[src/rtl/cntr4_pkg.sv]
// ---------------------------------------------------------------------------
// cntr4_pkg
// Shared definitions for the 4-bit counter control stage:
//   - auto-repeat FSM state encoding
//   - default timing constants (cycles at 390.625 kHz)
//   - timer width and timer type
//   - modulo-16 step helper returning the new count plus wrap flags
// ---------------------------------------------------------------------------
package cntr4_pkg;

    localparam int unsigned TMR_W          = 32'd19;
    localparam int unsigned DEF_REPEAT_DLY = 32'd195312;  // 500 ms
    localparam int unsigned DEF_REPEAT_INT = 32'd39062;   // 100 ms
    localparam int unsigned DEF_RUN_TICK   = 32'd390625;  // 1 s

    typedef logic [TMR_W-1:0] tmr_t;

    typedef enum logic [1:0] {
        ST_IDLE   = 2'd0,
        ST_DELAY  = 2'd1,
        ST_REPEAT = 2'd2
    } rpt_state_e;

    typedef struct packed {
        logic [3:0] count;
        logic       carry;
        logic       borrow;
    } step_res_t;

    // One modulo-16 step; carry flags a 15->0 wrap, borrow a 0->15 wrap.
    function automatic step_res_t step4(input logic [3:0] cnt, input logic down);
        step_res_t res;
        res.carry  = 1'b0;
        res.borrow = 1'b0;
        if (down) begin
            res.count  = cnt - 4'd1;
            res.borrow = (cnt == 4'd0);
        end else begin
            res.count  = cnt + 4'd1;
            res.carry  = (cnt == 4'd15);
        end
        return res;
    endfunction

endpackage

[src/rtl/cntr4_ctrl_btn_rise.sv]
// ---------------------------------------------------------------------------
// btn_rise
// Rising-edge detector for one debounced button level.
//   clk_i   in  system clock
//   rst_ni  in  asynchronous active-low reset (previous level clears to 0)
//   btn_i   in  debounced button level
//   rise_o  out high in the cycle the level is 1 and the previous level was 0
// Because the previous level resets to 0, a button already held when reset
// releases is reported as a press on the first clock.
// ---------------------------------------------------------------------------
module btn_rise (
    input  logic clk_i,
    input  logic rst_ni,
    input  logic btn_i,
    output logic rise_o
);

    logic prev_q;

    // Previous-level register.
    always_ff @(posedge clk_i or negedge rst_ni) begin
        if (!rst_ni) begin
            prev_q <= 1'b0;
        end else begin
            prev_q <= btn_i;
        end
    end

    assign rise_o = btn_i & ~prev_q;

endmodule

[src/rtl/cntr4_ctrl.sv]
// ---------------------------------------------------------------------------
// cntr4_ctrl
// Control stage of the 4-bit counter: turns debounced button levels into
// count steps (with UP/DOWN auto-repeat), clear, direction toggle and a
// free-running run mode. All outputs are registered.
//   I_CLK      in   system clock (390.625 kHz)
//   I_RESET_N  in   asynchronous active-low reset
//   I_BTNU     in   UP level: step +1 (auto-repeat while held)
//   I_BTND     in   DOWN level: step -1 (auto-repeat while held)
//   I_BTNC     in   CENTER level: clear count on press
//   I_BTNL     in   LEFT level: toggle run direction on press
//   I_BTNR     in   RIGHT level: toggle run mode on press
//   O_COUNT    out  current count (modulo 16)
//   O_DIR      out  run direction, 0 = up, 1 = down
//   O_RUN      out  run mode active
//   O_CARRY    out  one-cycle pulse on a 15->0 wrap
//   O_BORROW   out  one-cycle pulse on a 0->15 wrap
// Per-cycle priority on the count: clear > manual/repeat step > run tick.
// ---------------------------------------------------------------------------
module cntr4_ctrl
    import cntr4_pkg::*;
#(
    parameter int unsigned P_REPEAT_DLY = cntr4_pkg::DEF_REPEAT_DLY,
    parameter int unsigned P_REPEAT_INT = cntr4_pkg::DEF_REPEAT_INT,
    parameter int unsigned P_RUN_TICK   = cntr4_pkg::DEF_RUN_TICK
) (
    input  logic       I_CLK,
    input  logic       I_RESET_N,
    input  logic       I_BTNU,
    input  logic       I_BTND,
    input  logic       I_BTNC,
    input  logic       I_BTNL,
    input  logic       I_BTNR,
    output logic [3:0] O_COUNT,
    output logic       O_DIR,
    output logic       O_RUN,
    output logic       O_CARRY,
    output logic       O_BORROW
);

    localparam tmr_t TMR_ZERO = tmr_t'(32'd0);
    localparam tmr_t TMR_ONE  = tmr_t'(32'd1);
    localparam tmr_t DLY_LAST = tmr_t'(P_REPEAT_DLY - 32'd1);
    localparam tmr_t INT_LAST = tmr_t'(P_REPEAT_INT - 32'd1);
    localparam tmr_t RUN_LAST = tmr_t'(P_RUN_TICK - 32'd1);

    // Press events for the single-action buttons
    logic rise_c_s;
    logic rise_l_s;
    logic rise_r_s;

    btn_rise u_rise_c (.clk_i(I_CLK), .rst_ni(I_RESET_N), .btn_i(I_BTNC), .rise_o(rise_c_s));
    btn_rise u_rise_l (.clk_i(I_CLK), .rst_ni(I_RESET_N), .btn_i(I_BTNL), .rise_o(rise_l_s));
    btn_rise u_rise_r (.clk_i(I_CLK), .rst_ni(I_RESET_N), .btn_i(I_BTNR), .rise_o(rise_r_s));

    // Auto-repeat FSM state
    logic [1:0] key_s;
    logic       key_valid_s;
    logic [1:0] key_prev_q;
    rpt_state_e state_q, state_d;
    tmr_t       rpt_tmr_q, rpt_tmr_d;
    logic       man_step_s;
    logic       man_down_s;

    // Run mode state
    tmr_t       run_tmr_q, run_tmr_d;
    logic       run_tick_s;

    // Output registers
    logic [3:0] cnt_q, cnt_d;
    logic       dir_q, dir_d;
    logic       run_q, run_d;
    logic       carry_q, carry_d;
    logic       borrow_q, borrow_d;
    step_res_t  step_res_s;

    assign key_s       = {I_BTNU, I_BTND};
    assign key_valid_s = (key_s == 2'b10) || (key_s == 2'b01);
    assign man_down_s  = (key_s == 2'b01);

    // State and timer registers for the repeat FSM and run timer.
    always_ff @(posedge I_CLK or negedge I_RESET_N) begin
        if (!I_RESET_N) begin
            state_q    <= ST_IDLE;
            key_prev_q <= 2'b00;
            rpt_tmr_q  <= TMR_ZERO;
            run_tmr_q  <= TMR_ZERO;
        end else begin
            state_q    <= state_d;
            key_prev_q <= key_s;
            rpt_tmr_q  <= rpt_tmr_d;
            run_tmr_q  <= run_tmr_d;
        end
    end

    // Repeat FSM next state: a key change while stepping counts as a new press.
    always_comb begin
        state_d    = state_q;
        rpt_tmr_d  = rpt_tmr_q + TMR_ONE;
        man_step_s = 1'b0;
        if (!key_valid_s) begin
            // No key or both keys: never steps
            state_d   = ST_IDLE;
            rpt_tmr_d = TMR_ZERO;
        end else begin
            case (state_q)
                ST_IDLE: begin
                    man_step_s = 1'b1;
                    rpt_tmr_d  = TMR_ZERO;
                    state_d    = ST_DELAY;
                end
                ST_DELAY: begin
                    if (key_s != key_prev_q) begin
                        man_step_s = 1'b1;
                        rpt_tmr_d  = TMR_ZERO;
                        state_d    = ST_DELAY;
                    end else if (rpt_tmr_q == DLY_LAST) begin
                        man_step_s = 1'b1;
                        rpt_tmr_d  = TMR_ZERO;
                        state_d    = ST_REPEAT;
                    end else begin
                        rpt_tmr_d  = rpt_tmr_q + TMR_ONE;
                    end
                end
                ST_REPEAT: begin
                    if (key_s != key_prev_q) begin
                        man_step_s = 1'b1;
                        rpt_tmr_d  = TMR_ZERO;
                        state_d    = ST_DELAY;
                    end else if (rpt_tmr_q == INT_LAST) begin
                        man_step_s = 1'b1;
                        rpt_tmr_d  = TMR_ZERO;
                        state_d    = ST_REPEAT;
                    end else begin
                        rpt_tmr_d  = rpt_tmr_q + TMR_ONE;
                    end
                end
                default: begin
                    state_d   = ST_IDLE;
                    rpt_tmr_d = TMR_ZERO;
                end
            endcase
        end
    end

    // Run timer: restarts on a RIGHT press, otherwise free-runs while enabled.
    always_comb begin
        run_tick_s = run_q && (run_tmr_q == RUN_LAST);
        if (rise_r_s) begin
            run_tmr_d = TMR_ZERO;
        end else if (run_q) begin
            run_tmr_d = run_tick_s ? TMR_ZERO : (run_tmr_q + TMR_ONE);
        end else begin
            run_tmr_d = run_tmr_q;
        end
    end

    // Count, direction, run flag and wrap pulses; losing events are dropped.
    always_comb begin
        cnt_d      = cnt_q;
        carry_d    = 1'b0;
        borrow_d   = 1'b0;
        dir_d      = dir_q ^ rise_l_s;
        run_d      = run_q ^ rise_r_s;
        step_res_s = step4(cnt_q, man_step_s ? man_down_s : dir_q);
        if (rise_c_s) begin
            cnt_d = 4'd0;
        end else if (man_step_s || run_tick_s) begin
            cnt_d    = step_res_s.count;
            carry_d  = step_res_s.carry;
            borrow_d = step_res_s.borrow;
        end else begin
            cnt_d = cnt_q;
        end
    end

    // Output registers.
    always_ff @(posedge I_CLK or negedge I_RESET_N) begin
        if (!I_RESET_N) begin
            cnt_q    <= 4'd0;
            dir_q    <= 1'b0;
            run_q    <= 1'b0;
            carry_q  <= 1'b0;
            borrow_q <= 1'b0;
        end else begin
            cnt_q    <= cnt_d;
            dir_q    <= dir_d;
            run_q    <= run_d;
            carry_q  <= carry_d;
            borrow_q <= borrow_d;
        end
    end

    assign O_COUNT  = cnt_q;
    assign O_DIR    = dir_q;
    assign O_RUN    = run_q;
    assign O_CARRY  = carry_q;
    assign O_BORROW = borrow_q;

endmodule

[config.mk]
export PLATFORM = sky130hd
export DESIGN_NAME = cntr4_ctrl
export DESIGN_NICKNAME = d
export VERILOG_FILES = /design/src/rtl/cntr4_pkg.sv /design/src/rtl/cntr4_ctrl_btn_rise.sv /design/src/rtl/cntr4_ctrl.sv
export SDC_FILE = /design/constraint.sdc
export NUM_CORES = 1
export LEC_CHECK = 0
export CORE_UTILIZATION = 40
export CTS_CLUSTER_SIZE = 16
export DETAILED_ROUTE_END_ITERATION = 16
export HOLD_SLACK_MARGIN = 0.1
export SLEW_MARGIN = 20
export SYNTH_ARGS = -nofsm -noshare
export SYNTH_HDL_FRONTEND = slang
export SYNTH_SLANG_ARGS = --single-unit
[constraint.sdc]
create_clock -name I_CLK -period 3.1 [get_ports I_CLK]
set_input_delay 0.62 -clock I_CLK [delete_from_list [all_inputs] [get_ports I_CLK]]
set_output_delay 0.62 -clock I_CLK [all_outputs]
set_load 0.02 [all_outputs]
# Word level (Yosys, flattened, before mapping)
# Cells that the tools add are included.
[op_classes] n_addsub=4 multipliers=0 div_mod_pow=0 magnitude_cmp=0 n_eq_ne=11 n_shift=0 mux=31 bitwise=8 n_reduce_logical=8
[op_table] operator="$mux 19" n=8
[op_table] operator="$add 19x1->19 const B" n=2
[op_table] operator="$pmux 19 s2" n=1
[op_table] operator="$eq 19x16->1 const B" n=1
[op_table] operator="$eq 19x18->1 const B" n=1
[op_table] operator="$eq 19x19->1 const B" n=1
[op_table] operator="$mux 1" n=12
[op_table] operator="$mux 4" n=3
[op_table] operator="$mux 2" n=5
[op_table] operator="$ne 4x4->1 const B" n=2
[op_table] operator="$pmux 2 s3" n=1
[op_table] operator="$add 4x1->4 const B" n=1
[op_table] operator="$eq 2x1->1 const B" n=2
[op_table] operator="$eq 2x2->1 const B" n=2
[op_table] operator="$eq 4x4->1 const B" n=1
[op_table] operator="$logic_not 4->1" n=1
[op_table] operator="$reduce_bool 2->1" n=2
[op_table] operator="$sub 4x1->4 const B" n=1
[op_table] operator="$and 1x1->1" n=3
[op_table] operator="$not 1->1" n=3
[op_table] operator="$pmux 1 s3" n=1
[op_table] operator="$logic_not 2->1" n=1
[op_table] operator="$logic_or 1x1->1" n=2
[op_table] operator="$ne 2x2->1" n=1
[op_table] operator="3 further kinds" n=4
[totals] regBits=53 latchBits=0 ramBits=0 rom_bits=0 inputBits=7 output_inout_bits=8 word_cells=74 n_memories=0

# Depth between registers and ports, before layout
[depth] depth_word=9 depth_mapped=15 ltp_nobuf=15

# By module
# From an unflattened synthesis, not the netlist that was laid out.
[unflattened] hier_cells=296 area_unflattened_um2=2925.3
[modules_own_cells] module="cntr4_ctrl" n_inst=1 cells_per_inst=290 area_each_um2=2808.9 seq_area_each_um2=1251.2
[modules_own_cells] module="btn_rise" n_inst=3 cells_per_inst=2 area_each_um2=38.8 seq_area_each_um2=25.0

# Worst setup path before layout
# Ideal clock, no wire load.
[synth_timing] path_kind="flip-flop to flip-flop" from="register rpt_tmr_q[0]" to="register cnt_q[3] (netlist: O_COUNT[3])" setup_ns=0.135 t_arrival_ns=3.220 required_time_ns=2.965 path_slack_ns=-0.255 path_stages_with_launch=15 n_path_buf=0 period_less_slack_ns=3.355 cell_sequence="dfrtp_1 > ha_1 > nand3_1 > or4_1 > o32ai_1 > nor2_1 > mux2i_1 > inv_1 > ha_1 > o21a_1 > nor2_1 > a21oi_1 > or4_1 > a21boi_0 > nor3b_1"
[synth_between] elab_chain_len=9 elab_cells_between_ends=14 cone_classes="eq/ne (2); mux (10); reduce/logical (2)"
[synth_lines] element="start, declared" line_no="cntr4_ctrl.sv:61" text="tmr_t rpt_tmr_q, rpt_tmr_d;"
[synth_lines] element="start signal, assigned" line_no="cntr4_ctrl.sv:91" text="rpt_tmr_q <= rpt_tmr_d;"
[synth_lines] element="$eq 19x16->1 or $eq 19x18->1 (tied branches)" line_no="cntr4_ctrl.sv:130, cntr4_ctrl.sv:117"
[synth_lines] element="$mux 1 (on tied branches)" line_no="cntr4_ctrl.sv:130, cntr4_ctrl.sv:117"
[synth_lines] element="$mux 1 (on tied branches)" line_no="cntr4_ctrl.sv:126, cntr4_ctrl.sv:113"
[synth_lines] element="$pmux 1 s3 *" line_no="cntr4_ctrl.sv:106" text="case (state_q)"
[synth_lines] element="$mux 1 *" line_no="cntr4_ctrl.sv:101" text="if (!key_valid_s) begin"
[synth_lines] element="$mux 1" line_no="cntr4_ctrl.sv:165" text="step_res_s = step4(cnt_q, man_step_s ? man_down_s : dir_q);"
[synth_lines] element="$mux 4" line_no="cntr4_pkg.sv:35" text="if (down) begin"
[synth_lines] element="$mux 4" line_no="cntr4_ctrl.sv:168" text="end else if (man_step_s || run_tick_s) begin"
[synth_lines] element="$mux 4" line_no="cntr4_ctrl.sv:166" text="if (rise_c_s) begin"
[synth_lines] element="end signal, assigned" line_no="cntr4_ctrl.sv:186" text="cnt_q <= cnt_d;"
[synth_lines] element="end, declared" line_no="cntr4_ctrl.sv:70" text="logic [3:0] cnt_q, cnt_d;"
# Every way passes the cells marked *; elsewhere a longest branch is shown, timed or not. The select of a mux whose other input is x is not followed.
# A chain may end at the register's enable or synchronous reset.

# Final worst setup path
[layout_timing] from="register rpt_tmr_q[1]" to="register cnt_q[3] (netlist: O_COUNT[3])"
# Same word-level chain as after synthesis.

==> results.yml <==
cells_and_area:
  drive_gt1_share_pct: 17.0
  area_growth_syn_to_layout_pct: 22.3
  finalNetCount: 372
  layout_commonest_cell: "dfrtp_1"
  layout_common_cells: "dfrtp_1 (53), nor2_1 (47), buf_4 (33)"
  design_area_mm2: 0.00353
  diodes: 0
cts:
  clockBufferDepth: 2
  cts-root-buf: "clkbuf_8"
  cts_max_level: 2
  hold_buffers: 0
  path_clk_slew_ps: 90
  tritoncts: "built"
  insertion_delay_ps: 300
  cts_sinks: 53
  numCtsBuffers: 5
worst_setup_path:
  end_kind: "flop"
  cp.arrival_ps: 3400
  r2r_cells: 14
  path_class: "flop to flop"
  r2r_slack_ps: -120
  critPathMaxFanout: 4
  rr_endpoint: "O_COUNT[3]"
  startpoint_type: "flop"
  worstReg2RegStart: "rpt_tmr_q[1]"
  critical_path_required_ps: 3280
global_routing:
  grt_usage_pct: 17.2
  antenna_found_initial: 0
  grt_pass1_vias: 2239
  grt-ovfl-total: 0
  grt_pass1_wl_um: 10200
  grt_max_degree: 54
route:
  vias: 2355
  postRouteAntennaNets: 0
  viasPerCell: 5.24
  post_drt_wl_per_cell_um: 13.3
  drt_first_pass_iters: 4
  route.detailed.drc: 0
  drt_iter0_drc: 77
  wl_um: 5970
timing:
  rsz0062_at_grt: "true"
  fmax_ghz: 0.310
  fin_crit_sh_pct: 104
  min_period_ps: 3220
  tightest_slew_ps: 685
  final-max-slew-violation-count: 0
  setup_slack_ps: -121
  setup_viol: 1
  fin_skew_ps: 7.18
  relSlewSlack_pct: 54.4
  hold_viol: 0
placement:
  post_dp_cell_area_mm2: 0.00335
  hpwl_um: 4180
  numPortBuffers: 14
  pre_cts_slack_ps: -639
  gp_congestion: 0.794
floorplan:
  io_pins: 15
  die_w_um: 87.0
  num_rows: 30
  die_area_mm2: 0.00756
  core_area_mm2: 0.00687
  die_height_um: 87.0
  start_util_pct: 42.0
synthesis:
  synthFlopType: "dfrtp_1"
  syn_avg_cell_area_um2: 9.40
  ys_warn_count: 0
  syn-num-nets: 326
  synth_cell_types: 41
  synthCells: 307
  synth-edff-count: 0
  synth_area_mm2: 0.00289
  synthArstFlopShare_pct: 100
  synth.ff_latch_count: 53
  ys_seq_area_share_pct: 45.9
pwr:
  power_switching_mw: 0.629
  seqPwrFrac_pct: 45.4
  powerDensity_mw_per_mm2: 535
  p_int_mw: 1.26
  power.leakage_nw: 1.44
  combPwrFrac_pct: 33.8
  ir_drop_mv: 0.265
  clkPwrFrac_pct: 20.8
  p_sw_share_pct: 33.3
outcome:
  status: "finished, violations left"
  violations: "negative setup slack"
flow_run:
  cap_violations: 0
hold_path:
  worstHoldPathType: "primary input to asynchronous set/reset pin"
[repair_timing]
action	CTS	global route
gates resized for setup	0	15
setup endpoints to repair	2	2
buffers inserted	2	1
pin swaps	1	7
hold endpoints to repair	0	0
[flip-flops by register name (all words and copies together) (netlist names)]
name             count
rpt_tmr_q           19
run_tmr_q           19
O_COUNT              4
key_prev_q           2
state_q              2
O_BORROW             1
O_CARRY              1
O_DIR                1
O_RUN                1
u_rise_c.prev_q      1
u_rise_l.prev_q      1
u_rise_r.prev_q      1
[power by group through the flow]
stage	Sequential (mW)	Clock, mW	Combinational [mW]
2_1_floorplan	0.884	0	0.329
3_3_place_gp	0.869	0	0.580
3_5_place_dp	0.869	0	0.593
4_1_cts	0.854	0.417	0.613
5_1_grt	0.873	0.443	0.722
6_report	0.857	0.392	0.639
[layer usage]
| metal | routed length, um | vias to the layer above | global-route usage (%) |
|---|---|---|---|
| met5 | 0 | - | 0 |
| li1 | - | 1172 | - |
| met3 | 187 | 3 | 2.46 |
| met1 | 2950 | 1139 | 23.3 |
| met2 | 2810 | 41 | 28.3 |
| met4 | 25 | 0 | 5.45 |
[logic make-up (layout without fill, tap and decap cells)]
group                      after synthesis  after routing  synth area share, %
and+or+nand+nor                        142            142                 26.0
DFF                                     53             53                 45.9
xor gates and xnor gates                27             27                 8.19
muxes                                    2              2                0.694
adders and majority gates               12             12                 5.20
buffers and inverters                   19             65                 2.73
AOI/OAI and AO/OA                       52             52                 11.3
[final cells by class]
cell class                 count  area (um2)
fill                         664        3340
multi-input combinational    235        1570
sequential                    53        1330
timing repair buffer          47         388
tap                           96         120
clock buffer                   7        86.3
inverter                      11        41.3
[synth_stat cells, types with 4 or more instances]
cell	instances	area (um2)
nand2_1	21	78.8
nand3_1	17	85.1
xnor2_1	13	114
a21oi_1	8	40.0
xor2_1	14	123
o31ai_1	9	67.6
nand2b_1	5	31.3
inv_1	11	41.3
ha_1	12	150
nor2_1	49	184
and3_1	4	25.0
a31oi_1	5	31.3
nand3b_1	4	30.0
nor2b_1	6	37.5
clkbuf_1	7	26.3
o21ai_0	19	95.1
dfrtp_1	53	1330
nand4_1	7	43.8
[worst max path at each step]
stage                             from    endpoint  slack [ps]  cells after the start
after floorplan                 I_BTNU  O_COUNT[3]         -90                     15
after global placement          I_BTNU  O_COUNT[3]        -530                     16
after detailed placement        I_BTNU  O_COUNT[3]        -640                     16
after CTS                       I_BTNU  O_COUNT[3]        -250                     16
after global routing      rpt_tmr_q[1]  O_COUNT[3]        -310                     14
final                     rpt_tmr_q[1]  O_COUNT[3]        -120                     14
[worst max-delay path, cell delays in order, from the launching register on]
cell and delay [ps]:
dfrtp_1 390, ha_2 200, nand3_2 80, or4_4 560, o32ai_4 290, nor2_1 80
mux2i_1 180, inv_1 110, ha_4 290, a31oi_2 100, nor2_1 120, a21oi_1 50
or4_4 440, a21boi_2 150, nor3b_2 50
[metrics by stage]
stage / TNS (ps) / util (%) / std cells / power [mW] / hold slack [ps]
after floorplan: -86.7 / - / 307 / 1.21 / 324
after global placement: -753 / 48.8 / 439 / 1.45 / 480
after detailed placement: -964 / 48.8 / 439 / 1.46 / 485
after CTS: -252 / 50.3 / 448 / 1.89 / 464
after global routing: -359 / 51.4 / 449 / 2.04 / 494
final: -121 / 51.4 / 449 / 1.89 / 425
Note: power is estimated with default switching activity, not from simulation.
